File: src/rtl/mux_pkg.sv
// Shared types and constants for the mux path: arbiter states and select encoding.
package mux_pkg;

  typedef enum logic [1:0] {
    IDLE   = 2'd0,
    LOCK_A = 2'd1,
    LOCK_B = 2'd2
  } arb_state_t;

  localparam logic SEL_A = 1'b0;
  localparam logic SEL_B = 1'b1;

  // Round-robin helper: the stream that gets priority after `s` finishes a packet.
  function automatic logic other_sel(input logic s);
    return ~s;
  endfunction

endpackage

File: src/rtl/stream_arb_2x1_out_reg_slice.sv
// Registered valid/data/last output stage with a skid-free ready:
// a new beat is accepted whenever the register is empty or being drained.
module out_reg_slice #(
  parameter int DATA_W = 8
) (
  input  logic              clk,
  input  logic              rst,
  input  logic              in_valid_i,
  input  logic [DATA_W-1:0] in_data_i,
  input  logic              in_last_i,
  output logic              in_ready_o,
  output logic              out_valid_o,
  output logic [DATA_W-1:0] out_data_o,
  output logic              out_last_o,
  input  logic              out_ready_i
);

  logic              valid_q, valid_d;
  logic [DATA_W-1:0] data_q, data_d;
  logic              last_q, last_d;
  logic              load;

  assign in_ready_o = !valid_q || out_ready_i;
  assign load       = in_valid_i && in_ready_o;

  // Next-state: load a new beat, drain the held one, or keep holding it
  always_comb begin
    valid_d = valid_q;
    data_d  = data_q;
    last_d  = last_q;
    if (load) begin
      valid_d = 1'b1;
      data_d  = in_data_i;
      last_d  = in_last_i;
    end else if (out_ready_i) begin
      valid_d = 1'b0;
    end
  end

  // Output register; data/last keep stale values while valid is low
  always_ff @(posedge clk) begin
    if (rst) begin
      valid_q <= 1'b0;
      data_q  <= '0;
      last_q  <= 1'b0;
    end else begin
      valid_q <= valid_d;
      data_q  <= data_d;
      last_q  <= last_d;
    end
  end

  assign out_valid_o = valid_q;
  assign out_data_o  = data_q;
  assign out_last_o  = last_q;

endmodule

File: src/rtl/stream_arb_2x1.sv
// Two-input round-robin packet arbiter feeding mux_2x1. The grant is taken in
// IDLE (one bubble cycle) and held until the granted stream's last beat is accepted.
module stream_arb_2x1
  import mux_pkg::*;
#(
  parameter int DATA_W = 8
) (
  input  logic              clk,
  input  logic              rst,
  input  logic              a_valid,
  input  logic [DATA_W-1:0] a_data,
  input  logic              a_last,
  output logic              a_ready,
  input  logic              b_valid,
  input  logic [DATA_W-1:0] b_data,
  input  logic              b_last,
  output logic              b_ready,
  output logic              out_valid,
  output logic [DATA_W-1:0] out_data,
  output logic              out_last,
  input  logic              out_ready,
  output logic              sel,
  output logic              busy
);

  arb_state_t        state_q, state_d;
  logic              prio_q, prio_d;
  logic              sel_q, sel_d;
  logic              slice_ready;
  logic              src_valid;
  logic [DATA_W-1:0] src_data;
  logic              src_last;

  // Readies depend only on state and the output register, never on input valids
  assign a_ready = (state_q == LOCK_A) && slice_ready;
  assign b_ready = (state_q == LOCK_B) && slice_ready;
  assign busy    = (state_q != IDLE);
  assign sel     = sel_q;

  // Route the granted stream into the output slice; nothing passes in IDLE
  always_comb begin
    src_valid = 1'b0;
    src_data  = '0;
    src_last  = 1'b0;
    case (state_q)
      LOCK_A: begin
        src_valid = a_valid;
        src_data  = a_data;
        src_last  = a_last;
      end
      LOCK_B: begin
        src_valid = b_valid;
        src_data  = b_data;
        src_last  = b_last;
      end
      default: ;
    endcase
  end

  // Grant decision in IDLE, release and priority flip on an accepted last beat
  always_comb begin
    state_d = state_q;
    prio_d  = prio_q;
    sel_d   = sel_q;
    case (state_q)
      IDLE: begin
        if (a_valid && (!b_valid || prio_q == SEL_A)) begin
          state_d = LOCK_A;
          sel_d   = SEL_A;
        end else if (b_valid) begin
          state_d = LOCK_B;
          sel_d   = SEL_B;
        end
      end
      LOCK_A: begin
        if (a_valid && a_ready && a_last) begin
          state_d = IDLE;
          prio_d  = other_sel(SEL_A);
        end
      end
      LOCK_B: begin
        if (b_valid && b_ready && b_last) begin
          state_d = IDLE;
          prio_d  = other_sel(SEL_B);
        end
      end
      default: state_d = IDLE;
    endcase
  end

  // Arbiter state, round-robin pointer and registered mux select
  always_ff @(posedge clk) begin
    if (rst) begin
      state_q <= IDLE;
      prio_q  <= SEL_A;
      sel_q   <= SEL_A;
    end else begin
      state_q <= state_d;
      prio_q  <= prio_d;
      sel_q   <= sel_d;
    end
  end

  out_reg_slice #(
    .DATA_W(DATA_W)
  ) u_out_reg (
    .clk        (clk),
    .rst        (rst),
    .in_valid_i (src_valid),
    .in_data_i  (src_data),
    .in_last_i  (src_last),
    .in_ready_o (slice_ready),
    .out_valid_o(out_valid),
    .out_data_o (out_data),
    .out_last_o (out_last),
    .out_ready_i(out_ready)
  );

endmodule

File: config.mk
export PLATFORM = sky130hd
export DESIGN_NAME = stream_arb_2x1
export DESIGN_NICKNAME = d
export VERILOG_FILES = /design/src/rtl/mux_pkg.sv /design/src/rtl/stream_arb_2x1_out_reg_slice.sv /design/src/rtl/stream_arb_2x1.sv
export SDC_FILE = /design/constraint.sdc
export NUM_CORES = 1
export LEC_CHECK = 0
export CAP_MARGIN = 20
export CORE_MARGIN = 4
export CORE_UTILIZATION = 40
export DETAILED_ROUTE_END_ITERATION = 6
export MAX_ROUTING_LAYER = met4
export PLACE_DENSITY_LB_ADDON = 0.08
export SLEW_MARGIN = 20
export SYNTH_ARGS = -nofsm -noshare
export SYNTH_HDL_FRONTEND = slang
export SYNTH_SLANG_ARGS = --single-unit
File: constraint.sdc
create_clock -name clk -period 2.2 [get_ports clk]
set_input_delay 0.22 -clock clk [delete_from_list [all_inputs] [get_ports clk]]
set_output_delay 0.22 -clock clk [all_outputs]
set_load 0.005 [all_outputs]
Word level (Yosys, flattened, before mapping)

Cells that the tools add are included.

Register bits: 14
Input bits: 23
Word-level logic and storage cells: 47

Equal/unequal tests: 5
Multiplexer cells: 15
Bitwise logic cells: 1
Reduce and logical (&&, ||, !) cells: 20

Operators by type and width:

| kind               | number |
|---|---|
| $pmux 8 s2         | 1 |
| $logic_and 1x1->1  | 8 |
| $mux 2             | 4 |
| $reduce_bool 2->1  | 4 |
| $mux 1             | 6 |
| $pmux 1 s2         | 3 |
| $pmux 2 s3         | 1 |
| $reduce_and 3->1   | 2 |
| $ne 2x1->1 const B | 2 |
| $ne 3x3->1 const B | 1 |
| $eq 2x1->1 const B | 1 |
| $eq 2x2->1 const B | 1 |
| $logic_not 1->1    | 2 |
| $logic_not 2->1    | 1 |
| $logic_or 1x1->1   | 2 |
| $reduce_and 2->1   | 1 |
| $not 1->1          | 1 |

Depth between registers and ports, before layout

Gate-level depths: netlist of the first run.

Depth in word-level cells: 7
Mapped depth: 8
Mapped depth without buffers: 6

Modules after synthesis

Synthesis of the first run repeated with hierarchy kept, for this count alone.

Cell total of the unflattened synthesis: 98
Area total of the unflattened synthesis: 882.1 um^2

By module, submodules not included:

| module         | instances | cells each | area an instance (um^2) |
|---|---|---|---|
| out_reg_slice  | 1         | 45         | 470.5 |
| stream_arb_2x1 | 1         | 53         | 411.6 |

Worst setup path after synthesis of the first run

Ideal clock, no wire load.

Path kind: register to register
From: reg state_q[0]
To: reg u_out_reg.data_q[2], in the netlist u_out_reg.out_data_o[2]
Setup time: 143 ps
Arrival: 1378 ps
Setup slack: 679 ps
Cell stages (with the launch flop): 9
Path through: dfxtp_1 -> inv_1 -> ha_1 -> a22o_1 -> and3_1 -> buf_6 -> buf_12 -> nor2_2 -> a211oi_2

Word-level cells in the longest chain between the ends: 3

RTL lines:

| element                                  | line                               | source |
|---|---|---|
| start: declaration                       | stream_arb_2x1.sv:26               | `arb_state_t state_q, state_d;` |
| start signal: assignment                 | stream_arb_2x1.sv:98               | `state_q <= state_d;` |
| $eq 2x2->1 or $eq 2x1->1 (tied branches) | stream_arb_2x1.sv:45               | `case (state_q)` |
| $pmux 1 s2                               | stream_arb_2x1.sv:45               |  |
| $logic_and 1x1->1                        | stream_arb_2x1_out_reg_slice.sv:24 | `assign load = in_valid_i && in_ready_o;` |
| end signal: assignment                   | stream_arb_2x1_out_reg_slice.sv:48 | `data_q <= data_d;` |
| end: declaration                         | stream_arb_2x1_out_reg_slice.sv:19 | `logic [DATA_W-1:0] data_q, data_d;` |

Several ways; a longest one is shown, not always the timed one.
A chain may end at the register's enable or synchronous reset.

Worst setup path after layout of the first run

From: reg state_q[1]
To: out a_ready

Word-level cells in the longest chain between the ends: 2

RTL lines:

| element           | line                 | source |
|---|---|---|
| $eq 2x1->1        | stream_arb_2x1.sv:35 | `assign a_ready = (state_q == LOCK_A) && slice_ready;` |
| $logic_and 1x1->1 | stream_arb_2x1.sv:35 |  |
| end: declaration  | stream_arb_2x1.sv:13 | `output logic a_ready,` |

Every way passes these cells.

==> impl_metrics.csv, run 1 <==
group,metric,value,unit
cells_and_area,seqCellArea,280,sq um
setup_path,reg2reg_from,"state_q[1]$_SDFFE_PP0P_",
clock_tree,clock_latency,280,ps
logic_synthesis,yosysTopAreaCell,"dfxtp_1",
cells_and_area,mostFrequentLayoutCell,"clkdlybuf4s50_1",
logic_synthesis,synthTopCellsByArea,"dfxtp_1 (37%), a211oi_2 (15%), a22oi_1 (9.0%), ha_1 (5.0%), nor2_1 (4.5%)",
setup_path,rr_endpoint,"u_out_reg.out_data_o[3]$_SDFFE_PP0P_",
detailed_routing,drt_iter0_drc,15,
sta,fin_crit_sh,88.6,%
setup_path,arrival,1730,ps
logic_synthesis,yosys_warnings,0,
sta,layout_setup_ws,250,ps
die,initial_core_util,42.8,%
clock_tree,cts-root-buf,"clkbuf_4",
setup_path,worstSetupPathType,"flop to output pin",
sta,finalHoldViolCount,0,
cells_and_area,fin_nets,144,
die,die_width,51.4,um
cells_and_area,stdcell_count,142,
placed_design,port_buffers,36,
sta,final.setup.tns,0,ps
cells_and_area,fin_util,66.3,%
clock_tree,clockBufferDepth,2,
clock_tree,cts_max_level,1,
grt,antenna_found_initial,0,
grt,grt.overflow.total,0,
clock_tree,cts_hold_buffers,0,
grt,grt.total_usage,16.2,%
cells_and_area,num_antenna_cells,0,
setup_path,cp-startpoint,"state_q[1]$_SDFFE_PP0P_",
sta,max_slew_margin,75.7,%
cells_and_area,multiInputGateArea,417,sq um
logic_synthesis,netlist.area_leader.share,37.1,%
cells_and_area,fillerInstances,156,
sta,slew_violations,0,
clock_tree,clk_pin_slew,90,ps
detailed_routing,ant_nets,0,
clock_tree,cts_setup_buffers,0,
cells_and_area,syn2layout_area_growth,55.1,%
die,io-pin-count,37,
setup_path,critPathMaxFanout,10,
setup_path,cp.depth,4,
outcome,outcome,"completed",
die,die_area,2650,sq um
logic_synthesis,synth_nets,104,
placed_design,dp.cells,138,
die,die_y,51.4,um
detailed_routing,drtPass1Iterations,4,
sta,period_needed,1950,ps
power_and_ir_drop,leakage,0.402,nW
sta,fin_skew,7.74,ps
setup_path,reg2reg_depth,7,
placed_design,pre_cts_slack,462,ps
sta,max_freq,513,MHz
setup_path,worstSetupEndpointType,"output pin",
cells_and_area,final_cell_mix,"clkdlybuf4s50_1 (36), dfxtp_1 (14), a22oi_1 (9), a211oi_2 (9), nor2_1 (9)",
logic_synthesis,ys_ff_latch,14,
detailed_routing,drc_errors,0,
power_and_ir_drop,power_density,615,nW/um^2
logic_synthesis,seq_area_frac_synth,37.1,%
logic_synthesis,synth_cells,78,
logic_synthesis,syn_area,754,sq um
grt,grt_start_max_net_pins,19,
die,rows,15,
setup_path,cp_slowest_stage_delay,490,ps
setup_path,crit_chain,"inv_1 > ha_1 > and2_1 > clkdlybuf4s50_1",
setup_path,ff2ff_setup_slack,440,ps
setup_path,crit_path_end,"a_ready",
placed_design,gp_congestion,0.757,
setup_path,slowest_stage,"clkdlybuf4s50_1",
setup_path,cp-start-kind,"flop",
detailed_routing,routed_wl,1.99,mm
setup_path,critPathBufInv,2,
worst_hold_path,hold_class,"flop to flop",
placed_design,post-dp-hpwl,1.54,mm
detailed_routing,viasPerCell,5.20,
clock_tree,cts_buffers,3,
grt,grt_first_pass_wirelength,3.16,mm
setup_path,critPathRequiredTime,1980,ps
die,design.core.area,1760,sq um
logic_synthesis,synth_cell_type_count,28,
setup_path,crit_family,"buffers and inverters",
worst_hold_path,hp-start,"sel$_SDFFE_PP0P_",
clock_tree,cts.sinks,14,
sta,holdWs,485,ps
power_and_ir_drop,ir_drop,0.556,mV
detailed_routing,vias,739,
detailed_routing,wire_per_inst,14.0,um
logic_synthesis,postSynthAreaPerCell,9.67,sq um
sta,worst_pin_slew,356,ps
grt,grt_pass1_vias,715,
clock_tree,cts_tree,"done",
sta,rsz0062_at_grt,"no",
clock_tree,cts_resized,0,
run,max-cap-violations,0,
sta,setup_viol,0,
cells_and_area,drive_above_1_share,16.2,%
## cells by family (layout without fill, tap and decap cells)
| kind of cell | Yosys count | count (layout) | share of synthesized area, % |
|---|---|---|---|
| and+or+nand+nor | 19 | 19 | 12.4 |
| buffers and inverters | 9 | 48 | 7.63 |
| adders and majority gates | 3 | 3 | 4.98 |
| AOI/OAI and AO/OA | 33 | 33 | 37.8 |
| DFF | 14 | 14 | 37.1 |
## layer usage
| layer | global-route usage [%] | wire, um |
|---|---|---|
| met1 | 19.0 | 882 |
| met2 | 25.8 | 929 |
| met3 | 6.71 | 162 |
| met4 | 3.93 | 17 |
| met5 | - | 0 |
## worst register-to-register path: stages (launching register included)
cell      delay [ps]
dfxtp_1          330
inv_1            100
ha_1             360
a22o_1           220
and3_1           150
buf_4            240
nor2_1            80
a211oi_2         200
## through the flow
stage	instance area [sq um]	power [mW]
2_1_floorplan	754	0.425
3_5_place_dp	1130	0.542
6_report	1170	0.719
4_1_cts	1170	0.731
3_3_place_gp	1130	0.538
5_1_grt	1170	0.764
## synth_stat cells (all sizes together)
| master | number |
|---|---|
| ha | 3 |
| a311oi | 1 |
| nor2 | 10 |
| a22o | 1 |
| a22oi | 9 |
| and3 | 1 |
| clkbuf | 3 |
| o21ai | 3 |
| and2 | 2 |
| inv | 4 |
| nand2b | 1 |
| a21oi | 2 |
| a211oi | 9 |
| a31oi | 1 |
| o31ai | 2 |
| or4 | 1 |
| o211ai | 1 |
| a2111oi | 1 |
| buf | 2 |
| nand3 | 1 |
| nand2 | 2 |
| o311a | 1 |
| nor2b | 1 |
| dfxtp | 14 |
| o21a | 2 |
## where the power goes
part | switching (mW) | internal, mW | total, mW
logic | 0.113 | 0.137 | 0.250
clock network | 0.0802 | 0.101 | 0.181
registers | 0.0124 | 0.276 | 0.289
## registers in the layout, summed over array words and instances, names as in the netlist
| signal | count |
|---|---|
| sel | 1 |
| u_out_reg.out_last_o | 1 |
| state_q | 2 |
| u_out_reg.out_data_o | 8 |
| prio_q | 1 |
| u_out_reg.out_valid_o | 1 |
## cell type report
class | instances | share of cell area (%)
clock buffers | 4 | 3.10
inverters | 4 | 1.28
multi-input cells | 55 | 35.6
flip-flops and latches | 14 | 24.0
well taps | 25 | 2.67
repair buffers | 40 | 33.4
## worst min path at each step
stage	end	cells past startpoint
6_report	sel$_SDFFE_PP0P_	2
5_1_grt	sel$_SDFFE_PP0P_	2
4_1_cts	sel$_SDFFE_PP0P_	2
3_5_place_dp	sel$_SDFFE_PP0P_	2
3_3_place_gp	sel$_SDFFE_PP0P_	2
2_1_floorplan	u_out_reg.out_data_o[3]$_SDFFE_PP0P_	1
Note: power is estimated with default switching activity, not from simulation.
==> run 2, diff against run 1 <==
--- a/config.mk
+++ b/config.mk
@@ -7,7 +7,7 @@
 export LEC_CHECK = 0
 export CAP_MARGIN = 20
 export CORE_MARGIN = 4
-export CORE_UTILIZATION = 40
+export CORE_UTILIZATION = 42
 export DETAILED_ROUTE_END_ITERATION = 6
 export MAX_ROUTING_LAYER = met4
 export PLACE_DENSITY_LB_ADDON = 0.08
==> run 2 against run 1 <==
  * Final cell count decreased by 1.4%
  * Critical path type unchanged
  * Clock skew fell by 7.5 ps
  * Sequential power barely moved
  * Power is 6.5% lower
==> impl_metrics.csv, run 2 (synthesis gave the netlist of run 1 again) <==
group,metric,value,unit
die,die_y,50.4,um
clock_tree,cts.sinks,14,
placed_design,dpl_cell_area,1130,sq um
die,rows,15,
cells_and_area,mostFrequentLayoutCell,"clkdlybuf4s50_1",
cells_and_area,fillerInstances,146,
setup_path,critPathRequiredTime,1980,ps
detailed_routing,vias,728,
worst_hold_path,min_to,"sel$_SDFFE_PP0P_",
setup_path,worstSetupPathType,"flop to output pin",
placed_design,gp_congestion,0.856,
sta,rsz0062_at_grt,"no",
clock_tree,cts-root-buf,"clkbuf_4",
setup_path,arrival,1820,ps
clock_tree,cts_resized,0,
setup_path,critPathMaxFanout,14,
die,initial_core_util,44.2,%
die,design.core.area,1710,sq um
setup_path,cp-startpoint,"state_q[1]$_SDFFE_PP0P_",
grt,grt.overflow.total,0,
setup_path,reg2reg_depth,7,
setup_path,cp-start-kind,"flop",
clock_tree,cts_buffers,3,
cells_and_area,fin_util,67.3,%
setup_path,rr_endpoint,"u_out_reg.out_data_o[5]$_SDFFE_PP0P_",
clock_tree,cts_tree,"done",
cells_and_area,final_area,1150,sq um
worst_hold_path,hold_class,"flop to flop",
sta,period_needed,2040,ps
die,io-pin-count,37,
sta,holdWs,498,ps
die,die_area,2540,sq um
cells_and_area,syn2layout_area_growth,52.2,%
setup_path,ff2ff_setup_slack,370,ps
grt,grt_pass1_vias,750,
clock_tree,cts_hold_buffers,0,
sta,worst_pin_slew,457,ps
grt,antenna_found_initial,0,
power_and_ir_drop,ir_drop,0.478,mV
power_and_ir_drop,leakage,0.390,nW
setup_path,worstSetupEndpointType,"output pin",
cells_and_area,drive_above_1_share,14.8,%
detailed_routing,ant_nets,0,
cells_and_area,fin_nets,143,
clock_tree,clk_pin_slew,80,ps
cells_and_area,final_cell_mix,"clkdlybuf4s50_1 (36), dfxtp_1 (14), a22oi_1 (9), a211oi_2 (9), nor2_1 (9)",
clock_tree,cts_setup_buffers,0,
grt,grt_first_pass_wirelength,3.13,mm
sta,slew_violations,0,
setup_path,reg2reg_from,"state_q[1]$_SDFFE_PP0P_",
sta,setup_viol,0,
cells_and_area,num_antenna_cells,0,
placed_design,port_buffers,36,
grt,grt.total_usage,16.3,%
clock_tree,cts_max_level,1,
run,max-cap-violations,0,
power_and_ir_drop,power_density,585,nW/um^2
sta,fin_crit_sh,92.6,%
worst_hold_path,hp-start,"sel$_SDFFE_PP0P_",
clock_tree,clock_latency,270,ps
die,die_width,50.4,um
placed_design,dp.cells,137,
cells_and_area,largest_reg_flops,8,
placed_design,post-dp-hpwl,1.46,mm
grt,grt_start_max_net_pins,19,
outcome,outcome,"completed",
detailed_routing,wire_per_inst,13.3,um
clock_tree,clockBufferDepth,2,
detailed_routing,routed_wl,1.86,mm
sta,finalHoldViolCount,0,
detailed_routing,drc_errors,0,
detailed_routing,drt_iter0_drc,11,
worst_hold_path,min_delay_path_depth,2,
detailed_routing,drtPass1Iterations,4,
detailed_routing,viasPerCell,5.20,
sta,max_freq,491,MHz
sta,final.setup.tns,0,ps
sta,fin_skew,0.207,ps
sta,max_slew_margin,69.5,%
cells_and_area,stdcell_count,140,
[run 2: changes by cell type in the layout (fill, tap and decap cells not counted), sizes merged]
| cell | change |
|---|---|
| buf | -1 |
| clkbuf | -1 |
[run 2: cell type report]
class | count | area [sq um] | share of cell area [%]
Clock buffer | 3 | 22.5 | 1.96
Timing Repair Buffer | 39 | 383 | 33.3
Multi-Input combinational cell | 55 | 417 | 36.3
Tap cell | 25 | 31.3 | 2.72
Inverter | 4 | 15.0 | 1.31
Sequential cell | 14 | 280 | 24.4
[run 2: stage by stage]
| stage | power [mW] | worst slack (ps) |
|---|---|---|
| floorplan | 0.425 | 679 |
| global placement | 0.532 | 431 |
| detailed placement | 0.536 | 364 |
| CTS | 0.680 | 139 |
| global route | 0.717 | 38.6 |
| finish | 0.672 | 163 |
[run 2: report_power, final]
group          switching, mW  internal, mW  leakage, nW
registers             0.0127         0.276        0.114
clock network         0.0800        0.0634       0.0138
logic                  0.107         0.133        0.262
[run 2: worst max-delay path by stage]
stage	to	slack, ps	depth (start not counted)
6_report	a_ready	160	4
5_1_grt	a_ready	40	4
4_1_cts	a_ready	140	4
3_5_place_dp	u_out_reg.out_last_o$_SDFFE_PP0P_	360	7
3_3_place_gp	u_out_reg.out_data_o[7]$_SDFFE_PP0P_	430	7
2_1_floorplan	u_out_reg.out_data_o[2]$_SDFFE_PP0P_	680	8
[run 2: metal layers]
metal | vias to the layer above | GRT usage (%) | routed length [um]
met5 | - | - | 0
met4 | 0 | 6.73 | 17
met3 | 2 | 5.64 | 157
met2 | 24 | 25.0 | 862
met1 | 331 | 19.3 | 824
li1 | 371 | - | -
[run 2: worst max-delay path: stages, from the launching register on]
cell and delay (ps):
dfxtp_1 320, inv_1 90, ha_1 450, and2_1 190, clkdlybuf4s50_1 490
